**config.mk**
```make
export PLATFORM = sky130hd
export DESIGN_NAME = vga_capture
export DESIGN_NICKNAME = d
export VERILOG_FILES = /design/src/rtl/vga_capture.sv
export SDC_FILE = /design/constraint.sdc
export NUM_CORES = 1
export LEC_CHECK = 0
export CAP_MARGIN = 10
export CORE_UTILIZATION = 55
export CTS_BUF_LIST = sky130_fd_sc_hd__clkbuf_4
export DETAILED_ROUTE_END_ITERATION = 8
export PLACE_DENSITY = 0.83
export SLEW_MARGIN = 10
export SYNTH_ARGS = -nofsm -noshare
export SYNTH_HDL_FRONTEND = slang
export SYNTH_SLANG_ARGS = --single-unit
```
**constraint.sdc**
```tcl
create_clock -name clk -period 3.37 [get_ports clk]
set_input_delay 1.011 -clock clk [delete_from_list [all_inputs] [get_ports clk]]
set_output_delay 1.011 -clock clk [all_outputs]
set_load 0.02 [all_outputs]
```
**src/rtl/vga_capture.sv**
```systemverilog
// vga_capture: receive side of the VGA pixel interface.
// It recovers the frame and line position from VS/BLANK, checks line and
// frame timing, and decimates 2:1 in each axis into frame-buffer write
// strobes (x_out, y_out, data_out, wr_en).
// Optional macro CAPTURE_HAVG_EN: averages each horizontal pixel pair
// instead of keeping only the even pixel.
module vga_capture #(
  parameter int H_ACTIVE    = 640,
  parameter int V_ACTIVE    = 480,
  parameter int LOCK_FRAMES = 2
) (
  input  logic       clk,
  input  logic       rst_n,
  input  logic       pix_en,
  input  logic       vid_hs_n,
  input  logic       vid_vs_n,
  input  logic       vid_blank_n,
  input  logic [7:0] vid_data,
  output logic [9:0] x_out,
  output logic [8:0] y_out,
  output logic [7:0] data_out,
  output logic       wr_en,
  output logic       frame_start,
  output logic       frame_done,
  output logic       err_line,
  output logic       err_frame,
  output logic       locked
);

  typedef enum logic [1:0] {IDLE, VSYNC, ACTIVE, WAIT_VS} state_t;

  localparam logic [9:0] H_LIM   = 10'(H_ACTIVE);
  localparam logic [9:0] V_LIM   = 10'(V_ACTIVE);
  localparam logic [9:0] PX_MAX  = 10'd1023;
  localparam logic [3:0] LOCK_N  = 4'(LOCK_FRAMES);

  // Input sample registers and their one-sample history
  logic       hs_r;
  logic       vs_r;
  logic       blank_r;
  logic [7:0] data_r;
  logic       prev_vs_r;
  logic       prev_blank_r;

  state_t     state_r;
  logic [9:0] px_r;
  logic [9:0] ln_r;
  logic       bad_r;
  logic [3:0] good_r;
`ifdef CAPTURE_HAVG_EN
  logic [7:0] hold_r;
  logic [8:0] avg_s;
`endif

  logic       vs_fall_s;
  logic       vs_rise_s;
  logic       blank_fall_s;
  logic [9:0] ln_after_s;
  logic       in_active_s;
  logic       last_line_s;
  logic       line_err_s;
  logic       frame_err_s;
  logic       done_s;
  logic       write_s;
  logic [3:0] good_next_s;

  // Register the video pins only on pixel-enable cycles
  always_ff @(posedge clk or negedge rst_n) begin
    if (!rst_n) begin
      hs_r         <= 1'b1;
      vs_r         <= 1'b1;
      blank_r      <= 1'b0;
      data_r       <= 8'd0;
      prev_vs_r    <= 1'b1;
      prev_blank_r <= 1'b0;
    end else if (pix_en) begin
      hs_r         <= vid_hs_n;
      vs_r         <= vid_vs_n;
      blank_r      <= vid_blank_n;
      data_r       <= vid_data;
      prev_vs_r    <= vs_r;
      prev_blank_r <= blank_r;
    end
  end

  // Edge detection, line/frame checks and decimation decision for this sample
  always_comb begin
    vs_fall_s    = prev_vs_r & ~vs_r;
    vs_rise_s    = ~prev_vs_r & vs_r;
    blank_fall_s = prev_blank_r & ~blank_r;
    in_active_s  = pix_en && (state_r == ACTIVE);
    if (blank_fall_s) begin
      ln_after_s = ln_r + 10'd1;
    end else begin
      ln_after_s = ln_r;
    end
    // The line is closed before the frame check, so a vsync coincident with
    // the last line's blank edge still completes the frame.
    last_line_s = blank_fall_s && (ln_after_s == V_LIM);
    line_err_s  = in_active_s && blank_fall_s && (px_r != H_LIM);
    done_s      = in_active_s && last_line_s;
    frame_err_s = in_active_s && vs_fall_s && !last_line_s;
`ifdef CAPTURE_HAVG_EN
    avg_s   = {1'b0, hold_r} + {1'b0, data_r} + 9'd1;
    write_s = in_active_s && blank_r && px_r[0] && !ln_r[0] && (px_r < H_LIM);
`else
    write_s = in_active_s && blank_r && !px_r[0] && !ln_r[0] && (px_r < H_LIM);
`endif
    if (good_r == LOCK_N) begin
      good_next_s = good_r;
    end else begin
      good_next_s = good_r + 4'd1;
    end
  end

  // Capture FSM with position counters and registered write/pulse outputs
  always_ff @(posedge clk or negedge rst_n) begin
    if (!rst_n) begin
      state_r     <= IDLE;
      px_r        <= 10'd0;
      ln_r        <= 10'd0;
      bad_r       <= 1'b0;
      x_out       <= 10'd0;
      y_out       <= 9'd0;
      data_out    <= 8'd0;
      wr_en       <= 1'b0;
      frame_start <= 1'b0;
      frame_done  <= 1'b0;
      err_line    <= 1'b0;
      err_frame   <= 1'b0;
`ifdef CAPTURE_HAVG_EN
      hold_r      <= 8'd0;
`endif
    end else begin
      wr_en       <= write_s;
      frame_start <= 1'b0;
      frame_done  <= done_s;
      err_line    <= line_err_s;
      err_frame   <= frame_err_s;
      if (write_s) begin
        x_out <= {1'b0, px_r[9:1]};
        y_out <= ln_r[9:1];
`ifdef CAPTURE_HAVG_EN
        data_out <= avg_s[8:1];
`else
        data_out <= data_r;
`endif
      end
      if (pix_en) begin
        case (state_r)
          IDLE: begin
            if (vs_fall_s) state_r <= VSYNC;
          end
          VSYNC: begin
            if (vs_rise_s) begin
              state_r     <= ACTIVE;
              px_r        <= 10'd0;
              ln_r        <= 10'd0;
              bad_r       <= 1'b0;
              frame_start <= 1'b1;
            end
          end
          ACTIVE: begin
            if (blank_r) begin
`ifdef CAPTURE_HAVG_EN
              if (!px_r[0]) hold_r <= data_r;
`endif
              if (px_r != PX_MAX) px_r <= px_r + 10'd1;
            end
            if (blank_fall_s) begin
              px_r <= 10'd0;
              ln_r <= ln_after_s;
            end
            if (line_err_s || frame_err_s) bad_r <= 1'b1;
            if (last_line_s) begin
              state_r <= vs_fall_s ? VSYNC : WAIT_VS;
            end else if (vs_fall_s) begin
              state_r <= VSYNC;
            end
          end
          WAIT_VS: begin
            if (vs_fall_s) state_r <= VSYNC;
          end
          default: state_r <= IDLE;
        endcase
      end
    end
  end

  // Lock tracking: count clean frames, clear on any timing error
  always_ff @(posedge clk or negedge rst_n) begin
    if (!rst_n) begin
      good_r <= 4'd0;
      locked <= 1'b0;
    end else if (line_err_s || frame_err_s) begin
      good_r <= 4'd0;
      locked <= 1'b0;
    end else if (done_s && !bad_r) begin
      good_r <= good_next_s;
      locked <= (good_next_s == LOCK_N);
    end
  end

endmodule

```
Word level (Yosys, flattened, before mapping). Index checks and enable logic that the tools add are counted.

Add/subtract/negate cells: 3. Order comparisons: 1. Equality and inequality tests: 13. Mux-type cells: 24. Bitwise logic cells: 6. Reductions and logical operators: 25.

Operator list (count): $mux 10 (6); $pmux 10 s2 (2); $add 10x1->10 const B (2); $ne 10x10->1 const B (2); $logic_and 1x1->1 (12); $mux 4 (3); $eq 10x9->1 const B (1); $lt 10x10->1 const B (1); $eq 4x2->1 const B (2); $mux 2 (4); $reduce_and 4->1 (2); $mux 1 (7); $pmux 2 s3 (1); $reduce_and 5->1 (1); $add 4x1->4 const B (1); $eq 2x2->1 const B (2); $logic_not 1->1 (4); $ne 2x2->1 const B (2); $reduce_bool 2->1 (2); $and 1x1->1 (3); $ne 3x2->1 const B (1); $ne 3x3->1 const B (1); $not 1->1 (3); $eq 2x1->1 const B (1); 6 further kinds (6).

Register bits: 71. Input port bits: 14. Logic and storage cells: 91.

Depth between registers and ports, before layout.
Word-level depth: 10. Mapped depth: 9.

Least setup slack after synthesis. No wires, ideal clock.

Path type: flip-flop to flip-flop. Start: register ln_r[0]. End: register good_r[2]. Setup time: 78 ps. Arrival time: 2353 ps. Required time: 3292 ps. Setup slack: 939 ps. Cell stages (with the launch flop): 9. Path buffers: 1. Period minus slack after synthesis: 2431 ps. Path through: dfrtp_1 -> ha_1 -> or3b_4 -> nor4_4 -> o221ai_2 -> or2_1 -> buf_6 -> or4_1 -> a21oi_1.

Cells in the longest elaborated chain, start to end: 8. Elaborated cells between the ends (all ways): 11. Those cells by class: 1 x add/sub; 1 x eq/ne; 2 x mux; 7 x reduce/logical.

RTL lines: start: declaration (RTL line 47) `logic [9:0] ln_r;`; start signal: assignment (RTL line 172) `ln_r <= ln_after_s;`; $add 10x1->10 (RTL line 93) `ln_after_s = ln_r + 10'd1;`; $mux 10 * (RTL line 92) `if (blank_fall_s) begin`; $eq 10x9->1 * (RTL line 99) `last_line_s = blank_fall_s && (ln_after_s == V_LIM);`; $logic_and 1x1->1 * (RTL line 99); $logic_not 1->1 (RTL line 102) `frame_err_s = in_active_s && vs_fall_s && !last_line_s;`; $logic_and 1x1->1 (RTL line 102); $logic_or 1x1->1 (RTL line 195) `end else if (line_err_s || frame_err_s) begin`; $mux 4 / $reduce_bool 2->1 (equally long branches); end signal: assignment (RTL line 199) `good_r <= good_next_s;`; end: declaration (RTL line 49) `logic [3:0] good_r;`.

Mark *: on every way between the ends. The rest lies on a longest branch, timed or not. A chain may end at the register's enable or synchronous reset.

Worst setup path in the final report.
Start: register ln_r[0]. End: register bad_r.

Cells in the longest elaborated chain, start to end: 9.

RTL lines: $add 10x1->10 (RTL line 93); $mux 10 * (RTL line 92); $eq 10x9->1 * (RTL line 99); $logic_and 1x1->1 * (RTL line 99); $logic_not 1->1 * (RTL line 102); $logic_and 1x1->1 * (RTL line 102); $logic_or 1x1->1 * (RTL line 174) `if (line_err_s || frame_err_s) bad_r <= 1'b1;`; $ne 2x1->1 (no line) *; $reduce_and 4->1 (no line) *; end signal: assignment (RTL line 122) `bad_r <= 1'b0;`; end signal: assignment (RTL line 159) `bad_r <= 1'b0;`; end signal: assignment (RTL line 174); end: declaration (RTL line 48) `logic bad_r;`.

Marked as above.

==> reports/qor.csv <==
metric,value,unit
final_common_cell,nand2_1,
setup_slack,708,ps
wl,6690,µm
status,completed,
reg2regPathDepth,7,
syn_inst,352,
drive_above_1_share,10.7,%
regArea,1780,µm²
start_kind,flip-flop,
vdd_drop_max,0.398,mV
critPathRequiredTime,3640,ps
cts_buffer_depth,2,
yosys_warnings,0,
rsz0062_at_grt,no,
fin_setup_tns,0,ps
cp.depth,7,
synth.ff_latch_count,71,
numCtsBuffers,9,
timing.rr.start,ln_r[0]$_DFFE_PN0P_,
num_rows,28,
netlist_area,3400,µm²
finalHoldViolations,0,
start_util,57.2,%
setup_viol,0,
clk_pin_slew,110,ps
synth_top_area_share,50.7,%
crit_family,simple AND/OR/NAND/NOR gates,
synthTopCellsByArea,"dfrtp_1 (51%), nand2_1 (10%), mux2_2 (4.3%)",
routabilityCongestion,0.856,
hold_buffers,0,
port_buffers,44,
timing.final.crit_period,2660,ps
dp_hpwl,4710,µm
critPathBufInv,0,
antenna_found_initial,0,
vias_per_cell,5.57,
placed_cell_area,3900,µm²
grt_max_degree,33,
ant_nets,0,
fin_nets,418,
ys_async_sr_fraction,100,%
first_global_vias,2505,
cts_tree,built,
vias,2655,
fillerInstances,470,
routedWlPerCell,14.0,µm
cts_setup_buffers,0,
worstSetupPathType,reg2reg,
io_pins,47,
route.detailed.drc,0,
place_ws,422,ps
synth.avg_cell_area,9.67,µm²
worstMarginPinSlew,689,ps
drt_iter0_drc,152,
clockRootBuffer,clkbuf_4,
grt.total_usage,23.7,%
crit_chain,"ha_1, or3b_4, nor4_4, o221ai_2, or2_1, a41o_1, a211o_1",
power_leakage,1.84,nW
r2r_setup_slack,710,ps
fmax,376,MHz
crit_fanout,10,
core_area,5960,µm²
insertion_delay,410,ps
crit_start,ln_r[0]$_DFFE_PN0P_,
crit_end,bad_r$_DFFE_PN0P_,
synth_cell_types,57,
drv_slew,0,
end_kind,flip-flop,
clock_sinks,71,
ys_seq_area_share,52.3,%
slowest_delay,450,ps
most-common-layout-cells,"nand2_1 (93), dfrtp_1 (69), clkdlybuf4s50_1 (43)",
die_h,80.7,µm
synth_nets,373,
cts_max_level,3,
multi_input_area,1500,µm²
hold_path_class,reg2reg,
slowest_stage,dfrtp_1,
design_area,4030,µm²
crit_arrival,2940,ps
area_growth,18.5,%
maxCapViolCount,0,
gr-total-overflow,0,
chipWidth,80.7,µm
synth_top_flop_cell,dfrtp_1,
power.density,585,nW/µm²
synth_area_leader_cell,dfrtp_1,
slew_headroom,54.0,%
grt_pass1_wl,11700,µm
drtPass1Iterations,4,
fin_worst_skew,26.1,ps
synth_edf_count,0,
fin_crit_sh,79.0,%
cts_resized,0,
reg2reg_to,bad_r$_DFFE_PN0P_,
antenna_cells,0,
die_area,6510,µm²
-- logic make-up after synthesis --
logic type	Yosys count	share of synthesized area (%)
simple gates	168	23.8
flops	71	52.3
compound gates	53	10.3
buf+inv	27	3.56
mux	14	4.59
xor+xnor	11	2.83
fa+ha+maj	7	2.57
other cells	1	0.110
-- stage by stage --
stage	util (%)	total power (W)	cells	hold WS, ps
2_1_floorplan	-	0.00154	352	435
3_3_place_gp	65.5	0.00182	461	440
3_5_place_dp	65.5	0.00184	461	457
4_1_cts	67.7	0.00237	477	472
5_1_grt	67.7	0.00250	477	506
6_report	67.7	0.00236	477	470
-- flip-flops by register name, summed over array words and instances (netlist names) --
name          flops
locked            1
blank_r           1
prev_blank_r      1
x_out             9
y_out             9
err_line          1
bad_r             1
vs_r              1
ln_r             10
frame_done        1
data_r            8
data_out          8
frame_start       1
wr_en             1
px_r             10
prev_vs_r         1
good_r            4
state_r           2
err_frame         1
-- worst register-to-register path: cells and delay by family (launching register included) --
kind	cells	cell delay (ps)
AND/OR/NAND/NOR	3	930
AO/OA/AOI/OAI	3	830
flip-flops	1	450
adder cells (fa/ha/maj)	1	340
-- synth_stat cells (all sizes together) (2+ instances only) --
| cell | count |
|---|---|
| buf | 5 |
| inv | 11 |
| or2 | 2 |
| dfstp | 2 |
| a211o | 2 |
| ha | 7 |
| o31ai | 3 |
| o21ai | 23 |
| nor2 | 15 |
| or4 | 2 |
| a31oi | 3 |
| nand3 | 12 |
| nor4 | 4 |
| dfrtp | 69 |
| a22o | 3 |
| nand4b | 2 |
| nor3 | 6 |
| or3 | 3 |
| a32oi | 2 |
| and2 | 3 |
| nand2b | 2 |
| and3 | 5 |
| nor2b | 5 |
| nand4 | 4 |
| mux2 | 13 |
| nor3b | 2 |
| and4b | 2 |
| and3b | 2 |
| xor2 | 5 |
| a21oi | 7 |
| clkbuf | 11 |
| xnor2 | 6 |
| nand2 | 93 |
-- power by group --
group	switching (W)	total [W]	internal, W
registers	0.000105	0.00108	0.000980
logic	0.000433	0.000745	0.000312
clock network	0.000274	0.000530	0.000256
-- layout make-up --
class	instances	area share [%]
sequential	71	44.1
multi-input combinational	254	37.3
timing repair buffer	50	11.9
clock buffer	13	2.42
tap	75	2.33
inverter	11	1.02
clock inverter	3	0.931
-- routing by layer --
layer	part of all wire, %	vias to the layer above	global-route usage, %
li1	-	1307	-
met1	49	1269	32.1
met2	46	68	38.1
met3	4.1	11	3.75
met4	1.4	0	9.46
met5	0	-	0
-- worst min path at each step --
stage / startpoint / to / cells past startpoint
after floorplan: data_r[0]$_DFFE_PN0P_ / data_out[0]$_DFFE_PN0P_ / 2
after global placement: data_r[3]$_DFFE_PN0P_ / data_out[3]$_DFFE_PN0P_ / 2
after detailed placement: data_r[6]$_DFFE_PN0P_ / data_out[6]$_DFFE_PN0P_ / 2
after CTS: data_r[6]$_DFFE_PN0P_ / data_out[6]$_DFFE_PN0P_ / 2
after global routing: x_out[1]$_DFFE_PN0P_ / x_out[1]$_DFFE_PN0P_ / 2
final: data_r[6]$_DFFE_PN0P_ / data_out[6]$_DFFE_PN0P_ / 2
(Power assumes the default switching activity.)
